File: src/rtl/datamem_lsu.sv
// datamem_lsu: load/store unit driving the datamem port from the CPU side.
//
// Accepts one load/store request at a time through a valid/ready handshake.
// Each request is checked for size, alignment and range when it is accepted.
// A legal request spends one ACCESS cycle on the memory port. A store raises
// mem_we and its size strobe for that cycle; a load samples mem_data at the
// edge that leaves ACCESS. The response is then held until the consumer
// accepts it. A rejected request skips the memory port, returns
// resp_fault=1, and bumps a saturating fault counter.
//
// Ports:
//   clk, reset                 rising-edge clock, synchronous active-high reset
//   req_valid/req_ready        request handshake
//   req_write, req_size        1=store; size 00 byte, 01 half, 10 word, 11 illegal
//   req_signed                 loads: 1=sign-extend, 0=zero-extend
//   req_addr, req_wdata        byte address, low-aligned store data
//   resp_valid/resp_ready      response handshake
//   resp_rdata, resp_fault     extended load data (0 for stores/faults), fault flag
//   fault_count                saturating count of faulted requests
//   mem_address, mem_datain    datamem address / write data
//   mem_we, mem_writebyte,
//   mem_writehalfword          datamem write strobes (only asserted in ACCESS)
//   mem_data                   datamem combinational read data
module datamem_lsu #(
  parameter logic [31:0] STARTADDR = 32'h1000_0000,
  parameter logic [31:0] LENGTH    = 32'h0000_1000
) (
  input  logic        clk,
  input  logic        reset,
  input  logic        req_valid,
  output logic        req_ready,
  input  logic        req_write,
  input  logic [1:0]  req_size,
  input  logic        req_signed,
  input  logic [31:0] req_addr,
  input  logic [31:0] req_wdata,
  output logic        resp_valid,
  input  logic        resp_ready,
  output logic [31:0] resp_rdata,
  output logic        resp_fault,
  output logic [15:0] fault_count,
  output logic [31:0] mem_address,
  output logic [31:0] mem_datain,
  output logic        mem_we,
  output logic        mem_writebyte,
  output logic        mem_writehalfword,
  input  logic [31:0] mem_data
);

  typedef enum logic [1:0] {StIdle, StAccess, StResp} state_e;

  state_e      state_q, state_d;
  logic        write_q;
  logic [1:0]  size_q;
  logic        signed_q;
  logic [31:0] mem_address_q;
  logic [31:0] mem_datain_q;
  logic [31:0] rdata_q;
  logic        fault_q;
  logic [15:0] fault_count_q;

  logic        accept;
  logic        req_fault;
  logic [32:0] size_bytes;
  logic [32:0] end_addr;
  logic [32:0] limit_addr;
  logic [31:0] load_ext;

  assign accept = req_valid && (state_q == StIdle);

  // Range check is done in 33 bits so an access near 32'hFFFF_FFFF cannot
  // wrap around and appear to be in range.
  always_comb begin
    size_bytes = 33'd4;
    unique case (req_size)
      2'b00:   size_bytes = 33'd1;
      2'b01:   size_bytes = 33'd2;
      2'b10:   size_bytes = 33'd4;
      default: size_bytes = 33'd4;
    endcase
  end

  assign end_addr   = {1'b0, req_addr} + size_bytes;
  assign limit_addr = {1'b0, STARTADDR} + {1'b0, LENGTH};

  always_comb begin
    req_fault = 1'b0;
    if (req_size == 2'b11)                          req_fault = 1'b1;
    if ((req_size == 2'b01) && req_addr[0])         req_fault = 1'b1;
    if ((req_size == 2'b10) && (req_addr[1:0] != 2'b00)) req_fault = 1'b1;
    if (req_addr < STARTADDR)                       req_fault = 1'b1;
    if (end_addr > limit_addr)                      req_fault = 1'b1;
  end

  // Load extension of the combinational read data; sampled leaving ACCESS.
  always_comb begin
    load_ext = mem_data;
    unique case (size_q)
      2'b00:   load_ext = {{24{signed_q & mem_data[7]}}, mem_data[7:0]};
      2'b01:   load_ext = {{16{signed_q & mem_data[15]}}, mem_data[15:0]};
      default: load_ext = mem_data;
    endcase
  end

  // State register.
  always_ff @(posedge clk) begin
    if (reset) begin
      state_q <= StIdle;
    end else begin
      state_q <= state_d;
    end
  end

  // Next-state logic.
  always_comb begin
    state_d = state_q;
    unique case (state_q)
      StIdle: begin
        if (req_valid) begin
          state_d = req_fault ? StResp : StAccess;
        end
      end
      StAccess: state_d = StResp;
      StResp: begin
        if (resp_ready) begin
          state_d = StIdle;
        end
      end
      default: state_d = StIdle;
    endcase
  end

  // Outputs decoded from state.
  always_comb begin
    req_ready         = 1'b0;
    resp_valid        = 1'b0;
    mem_we            = 1'b0;
    mem_writebyte     = 1'b0;
    mem_writehalfword = 1'b0;
    unique case (state_q)
      StIdle: req_ready = 1'b1;
      StAccess: begin
        mem_we            = write_q;
        mem_writebyte     = write_q && (size_q == 2'b00);
        mem_writehalfword = write_q && (size_q == 2'b01);
      end
      StResp: resp_valid = 1'b1;
      default: req_ready = 1'b0;
    endcase
  end

  // Datapath registers. The memory port address/data are only loaded for
  // legal requests, so a faulted request leaves them at their last value.
  always_ff @(posedge clk) begin
    if (reset) begin
      write_q       <= 1'b0;
      size_q        <= 2'b00;
      signed_q      <= 1'b0;
      mem_address_q <= STARTADDR;
      mem_datain_q  <= 32'h0;
      rdata_q       <= 32'h0;
      fault_q       <= 1'b0;
      fault_count_q <= 16'h0;
    end else begin
      if (accept) begin
        write_q  <= req_write;
        size_q   <= req_size;
        signed_q <= req_signed;
        if (req_fault) begin
          rdata_q <= 32'h0;
          fault_q <= 1'b1;
          if (fault_count_q != 16'hFFFF) begin
            fault_count_q <= fault_count_q + 16'd1;
          end
        end else begin
          mem_address_q <= req_addr;
          mem_datain_q  <= req_wdata;
        end
      end
      if (state_q == StAccess) begin
        rdata_q <= write_q ? 32'h0 : load_ext;
        fault_q <= 1'b0;
      end
    end
  end

  assign mem_address = mem_address_q;
  assign mem_datain  = mem_datain_q;
  assign resp_rdata  = rdata_q;
  assign resp_fault  = fault_q;
  assign fault_count = fault_count_q;

endmodule

File: config.mk
export PLATFORM = sky130hd
export DESIGN_NAME = datamem_lsu
export DESIGN_NICKNAME = d
export VERILOG_FILES = /design/src/rtl/datamem_lsu.sv
export SDC_FILE = /design/constraint.sdc
export NUM_CORES = 1
export LEC_CHECK = 0
export ABC_AREA = 1
export ABC_CLOCK_PERIOD_IN_PS = 2600
export CAP_MARGIN = 0
export CORE_MARGIN = 2
export CORE_UTILIZATION = 40
export CTS_CLUSTER_DIAMETER = 30
export DETAILED_ROUTE_END_ITERATION = 10
export PLACE_DENSITY = 0.83
export SLEW_MARGIN = 20
export SYNTH_ARGS = -nofsm -noshare
export SYNTH_HDL_FRONTEND = slang
export SYNTH_SLANG_ARGS = --single-unit
File: constraint.sdc
create_clock -name clk -period 2.6 [get_ports clk]
set_input_delay 0.26 -clock clk [delete_from_list [all_inputs] [get_ports clk]]
set_output_delay 0.26 -clock clk [all_outputs]
set_load 0.01 [all_outputs]
==> flow_summary.toml, run 1 <==
[critical_path]
r2r-start = "state_q[0]"
cp_max_fo = 8
start_kind = "input pin"
crit_type = "input pin to flip-flop"
required_ns = 2.90
arrival_ns = 2.76
crit_path_frequent_cell = "nand2_2"
r2r-end = "resp_rdata[9]"
rr_worst_depth = 8
worst_setup_path_end_kind = "flip-flop"
cp_slowest_stage_delay_ns = 0.31
crit_path_cell_trace = "dlygate4sd2_1, ha_4, inv_2, nand2_2, nand2_2, nor2_4, nand2_2, nor2_2, nand3_2, nand2_1, nand3_2, nor2_4, buf_4, nand3_4, buf_16, o21ai_2, a21oi_1"
reg2reg_slack_ns = 0.65
critPathSlowestCell = "ha_4"

[placement]
gp_congestion = 0.8960
post-dp-hpwl_um = 13660
post_dp_cell_area_um2 = 8600
placed_cells = 1248
port_buffers = 221

[global_route]
antenna_found_initial = 1
gr-total-overflow = 0
met3_usage_pct = 6.364
met1_usage_pct = 29.97
grt.total_usage_pct = 25.90
grt_pass1_vias = 6247
grtUsageMet2_pct = 45.71
grt_start_max_net_pins = 52
grt-busiest-layer = "met2"
grt_pass1_wl_um = 30890

[routing]
vias_per_cell = 5.141
first_pass_iters = 5
wl_per_cell_um = 15.98
ant_nets = 0
dr.first_iter.drc_count = 384
routed-via-count = 6678
finalWirelength_um = 20760
drc = 0

[floorplanning]
die_h_um = 123.7
die_area_um2 = 15310
core-area_um2 = 13930
fp-row-count = 43
start_util_pct = 41.16
io_pins = 222
chipWidth_um = 123.7

[synthesis]
syn-num-nets = 918
synth_ff_type = "dfxtp_1"
synth-seq-area-share_pct = 41.54
synth_top_area_share_pct = 41.54
netlist_area_um2 = 5736
yosysMostFrequentCell = "nand2_1"
ys_ff_latch = 119
synth_top_cell_by_area = "dfxtp_1"
async_flop_share_pct = 0
synth.distinct_cells = 36
synth_edf_count = 0
yosys_warnings = 0
synth_top_cells_by_count = "nand2_1, dfxtp_1, a21oi_1"
ys_top_cells_by_area = "dfxtp_1, a21oi_1, nand2_1, inv_1, nand3_1"
synth.avg_cell_area_um2 = 7.090
synthCells = 809

[power_and_ir_drop]
powerDensity_nw_per_um2 = 506.7
p_leak_nw = 3.870
ir_drop_v = 0.0004056

[layout]
fin_util_pct = 69.67
layout.cells.non_filler = 1299
syn2layout_area_growth_pct = 69.26
layout-drive-gt1-share_pct = 16.82
nets = 1214
fin_area_um2 = 9708

[timing]
fin_skew_ns = 0.01106
whs_ns = 0.2417
worstMarginPinSlew_ns = 0.8297
slew-limit-headroom_pct = 44.63
finalSetupViolations = 0
fmax_mhz = 406.7
fin_crit_ns = 2.459
drv_slew = 0
hold_viol = 0
finalCritPeriodShare_pct = 94.56

[clocking]
ctsLongestPathBuffers = 2
cts.sinks = 119
postCtsHoldBufs = 0
clock_latency_ns = 0.41
clkTransAtPathRegs_ns = 0.06
cts_buffers = 17
cts_tree = "done"
clockRootBuffer = "clkbuf_16"
h-tree-depth = 4

[worst_hold_path]
min_to = "mem_address[9]"
holdPathStages = 3
hp-start = "req_addr[9]"
min_path_type = "input pin to flip-flop"

[status]
status = "finished clean"

[job]
maxCapViolCount = 0
per-stage QoR:
stage | power, mW | worst slack [ns] | TNS [ns]
floorplan | 2.111 | 0.1048 | 0
global placement | 2.440 | -0.5545 | -58.02
detailed placement | 2.450 | -0.6683 | -67.69
CTS | 4.889 | 0.02665 | 0
global route | 5.067 | -0.07696 | -0.3614
finish | 4.919 | 0.1414 | 0
worst max path at each step:
stage	from	to	slack [ns]	cells past startpoint
2_1_floorplan	req_size[0]	mem_address[0]	0.10	19
3_3_place_gp	req_size[0]	mem_address[18]	-0.55	18
3_5_place_dp	req_size[0]	mem_datain[17]	-0.67	18
4_1_cts	req_size[0]	mem_address[24]	0.03	21
5_1_grt	req_size[1]	resp_rdata[5]	-0.08	23
6_report	req_addr[2]	mem_datain[21]	0.14	17
cell usage in the layout (no fill, tap or decap), types with 7 or more instances in the layout:
cell type,synthesis,final
buf_4,7,74
dfxtp_1,119,119
clkbuf_16,0,19
nand2_1,139,129
buf_6,3,7
clkdlybuf4s50_1,0,209
xor2_1,8,8
nor2_1,53,46
o21ai_2,1,8
a21oi_1,113,110
o21ai_0,42,38
nand4_1,28,28
inv_1,112,111
xnor2_1,11,11
nand2_2,3,10
nand3_1,64,62
o21ai_1,36,32
cells by family (layout without fill, tap and decap cells):
kind of cell | after synthesis | in the layout | share of synthesized area [%]
buffers and inverters | 154 | 462 | 11.08
other | 0 | 1 | 0
DFF | 119 | 119 | 41.54
xor gates and xnor gates | 19 | 19 | 2.901
and+or+nand+nor | 316 | 317 | 25.96
AOI/OAI and AO/OA | 196 | 196 | 17.30
adders and majority gates | 5 | 5 | 1.222
metal layers:
layer | share of wire, % | vias to the layer above | routed length [um]
met2 | 49 | 276 | 10240
met4 | 3.2 | 0 | 668
met1 | 40 | 3086 | 8274
met5 | 0 | - | 0
met3 | 7.6 | 49 | 1574
li1 | - | 3267 | -
registers in the layout, summed over array words and instances, names as in the netlist:
name,flops
state_q,2
write_q,1
resp_fault,1
resp_rdata,32
mem_datain,32
signed_q,1
size_q,2
mem_address,32
fault_count,16
worst max-delay path, delay by kind of cell:
kind / cells / cell delay, ns
AOI/OAI and AO/OA: 2 / 0.17
buffers and inverters: 4 / 0.70
adders and majority gates: 1 / 0.31
and+or+nand+nor: 10 / 1.31
layout make-up:
| type | instances | area, um^2 |
|---|---|---|
| diodes | 1 | 2.502 |
| clock buffers | 21 | 470.5 |
| clock inverters | 11 | 146.4 |
| fillers | 1049 | 4227 |
| inverters | 115 | 431.7 |
| multi-input cells | 537 | 2927 |
| flip-flops and latches | 119 | 2382 |
| well taps | 180 | 225.2 |
| repair buffers | 315 | 3123 |
report_power, final:
part           leakage [nW]  total, mW  switching (mW)  internal (mW)
combinational          2.61      0.622           0.301          0.321
clock                 0.299       2.44           0.852           1.58
sequential            0.961       1.86          0.0156           1.85
total                  3.87       4.92            1.17           3.75
repair_timing:
action	in CTS	in global routing
buffers inserted	6	3
pin swaps	13	22
endpoints found under the setup margin	115	115
cloned	6	3
resized for setup	30	54
endpoints found under the hold margin	0	0
Note: power is estimated with default switching activity, not from simulation.
==> run 2: changes to the inputs <==
--- a/config.mk
+++ b/config.mk
@@ -12,7 +12,7 @@
 export CORE_UTILIZATION = 40
 export CTS_CLUSTER_DIAMETER = 30
 export DETAILED_ROUTE_END_ITERATION = 10
-export PLACE_DENSITY = 0.83
+export PLACE_DENSITY_LB_ADDON = 0.05
 export SLEW_MARGIN = 20
 export SYNTH_ARGS = -nofsm -noshare
 export SYNTH_HDL_FRONTEND = slang
==> flow_summary.toml, run 2 (same netlist as run 1, synthesis figures left out) <==
[global_route]
gr-total-overflow = 0
grt_start_max_net_pins = 52
grt_pass1_wl_um = 27900
grt_pass1_vias = 5591
grt.total_usage_pct = 23.21
antenna_found_initial = 0

[critical_path]
required_ns = 2.94
cp_slowest_stage_delay_ns = 0.48
cp_max_fo = 9
worst_setup_path_end_kind = "flip-flop"
path_delay_family = "simple AND/OR/NAND/NOR gates"
path_buf_inv = 3
start_kind = "input pin"
arrival_ns = 2.79
critPathSlowestCell = "clkdlybuf4s50_1"
crit_type = "input pin to flip-flop"
crit_path_frequent_cell = "nand2_1"
crit_path_cell_trace = "clkdlybuf4s50_1, nand2_1, nor2_1, nand2_2, nor2_4, nand3_1, nand2_1, nand2_1, nor2_2, nand2_1, nor2_1, nand2_1, nand2_4, buf_4, nand2_4, nand2_8, buf_12, nand3_1, a21oi_2"

[floorplanning]
die_area_um2 = 15310
core-area_um2 = 13930
io_pins = 222
start_util_pct = 41.16
die_h_um = 123.7
chipWidth_um = 123.7
fp-row-count = 43

[routing]
drc = 0
vias_per_cell = 4.894
wl_per_cell_um = 14.51
first_pass_iters = 4
finalWirelength_um = 18800
routed-via-count = 6342
dr.first_iter.drc_count = 339
ant_nets = 0

[clocking]
cts_buffers = 17
postCtsHoldBufs = 0
cts_tree = "done"
clkTransAtPathRegs_ns = 0.06
clock_latency_ns = 0.42
ctsLongestPathBuffers = 2
h-tree-depth = 4
cts.sinks = 119
clockRootBuffer = "clkbuf_16"

[timing]
finalSetupViolations = 0
finalCritPeriodShare_pct = 94.20
fmax_mhz = 408.3
hold_viol = 0
slew-limit-headroom_pct = 54.22
drv_slew = 0
fin_crit_ns = 2.449
fin_tns_setup_ns = 0
worstMarginPinSlew_ns = 0.6859
fin_skew_ns = 0.008647

[power_and_ir_drop]
p_clk_share_pct = 49.5
intPower_mw = 3.711
ir_drop_v = 0.0004401
power_frac_seq_pct = 38.0
powerDensity_nw_per_um2 = 503.4
switching_share_pct = 24.27
power_switching_mw = 1.189
power_frac_comb_pct = 12.5
p_leak_nw = 3.843

[layout]
final_cell_mix = "clkdlybuf4s50_1, nand2_1, dfxtp_1, inv_1, a21oi_1"
nets = 1212
fill_cells = 1187
layout-drive-gt1-share_pct = 17.65
antenna_cells = 0
final_common_cell = "clkdlybuf4s50_1"
syn2layout_area_growth_pct = 69.70
fin_util_pct = 69.85

[status]
status = "finished clean"

[worst_hold_path]
min_path_type = "input pin to flip-flop"

[placement]
port_buffers = 221
gp_congestion = 0.8659
post-dp-hpwl_um = 12700

[job]
maxCapViolCount = 0
==> run 2: layout make-up <==
| class | count | area [um^2] | area share (%) |
|---|---|---|---|
| Sequential cell | 119 | 2382 | 24.48 |
| Timing Repair Buffer | 312 | 3114 | 32.00 |
| Clock inverter | 14 | 175.2 | 1.800 |
| Tap cell | 180 | 225.2 | 2.314 |
| Inverter | 115 | 431.7 | 4.435 |
| Multi-Input combinational cell | 538 | 2965 | 30.47 |
| Clock buffer | 18 | 439.2 | 4.512 |
==> run 2: worst paths after layout <==
kind,from,end,slack (ns),depth (start not counted)
setup / recovery,req_addr[7],resp_rdata[25],0.15,19
hold / removal,req_addr[9],mem_address[9],0.23,3
setup reg to reg,state_q[0],mem_datain[11],0.48,8
hold reg to reg,mem_datain[27],mem_datain[27],0.44,2
==> run 2: timing repair <==
action / in CTS / in global routing
setup buffers: 5 / 6
pin swaps: 9 / 22
gates resized for setup: 16 / 76
cloned: 3 / 8
endpoints found under the setup margin: 115 / 115
==> run 2: metal layers <==
layer	global-route usage, %	share of wire [%]	wire (um)	up-vias
met5	0	0	0	-
met2	38.02	49	9135	170
met1	29.18	43	8106	2891
li1	-	-	-	3251
met3	5.907	6.1	1149	30
met4	9.304	2.2	410	0
==> run 2: through the flow <==
| step | hold slack [ns] | setup slack (ns) | std cells | total power, mW | cell area, um^2 |
|---|---|---|---|---|---|
| floorplan | 0.4090 | 0.1048 | 809 | 2.111 | 5736 |
| global placement | 0.4298 | -0.6013 | 1243 | 2.445 | 8574 |
| detailed placement | 0.4352 | -0.6654 | 1243 | 2.448 | 8574 |
| CTS | 0.3566 | 0.001196 | 1283 | 4.886 | 9328 |
| global route | 0.2672 | -0.04415 | 1296 | 5.096 | 9733 |
| finish | 0.2301 | 0.1509 | 1296 | 4.900 | 9733 |
==> run 2: tightest hold or removal path, cell delays in order <==
cell	delay, ns
dlymetal6s2s_1	0.16
o21ai_1	0.09
a21oi_1	0.10
==> run 2: power by group through the flow <==
stage	clock network (mW)	logic (mW)	registers [mW]
finish	2.43	0.614	1.86
global route	2.57	0.668	1.86
CTS	2.46	0.563	1.86
detailed placement	0	0.548	1.90
global placement	0	0.545	1.90
floorplan	0	0.207	1.90
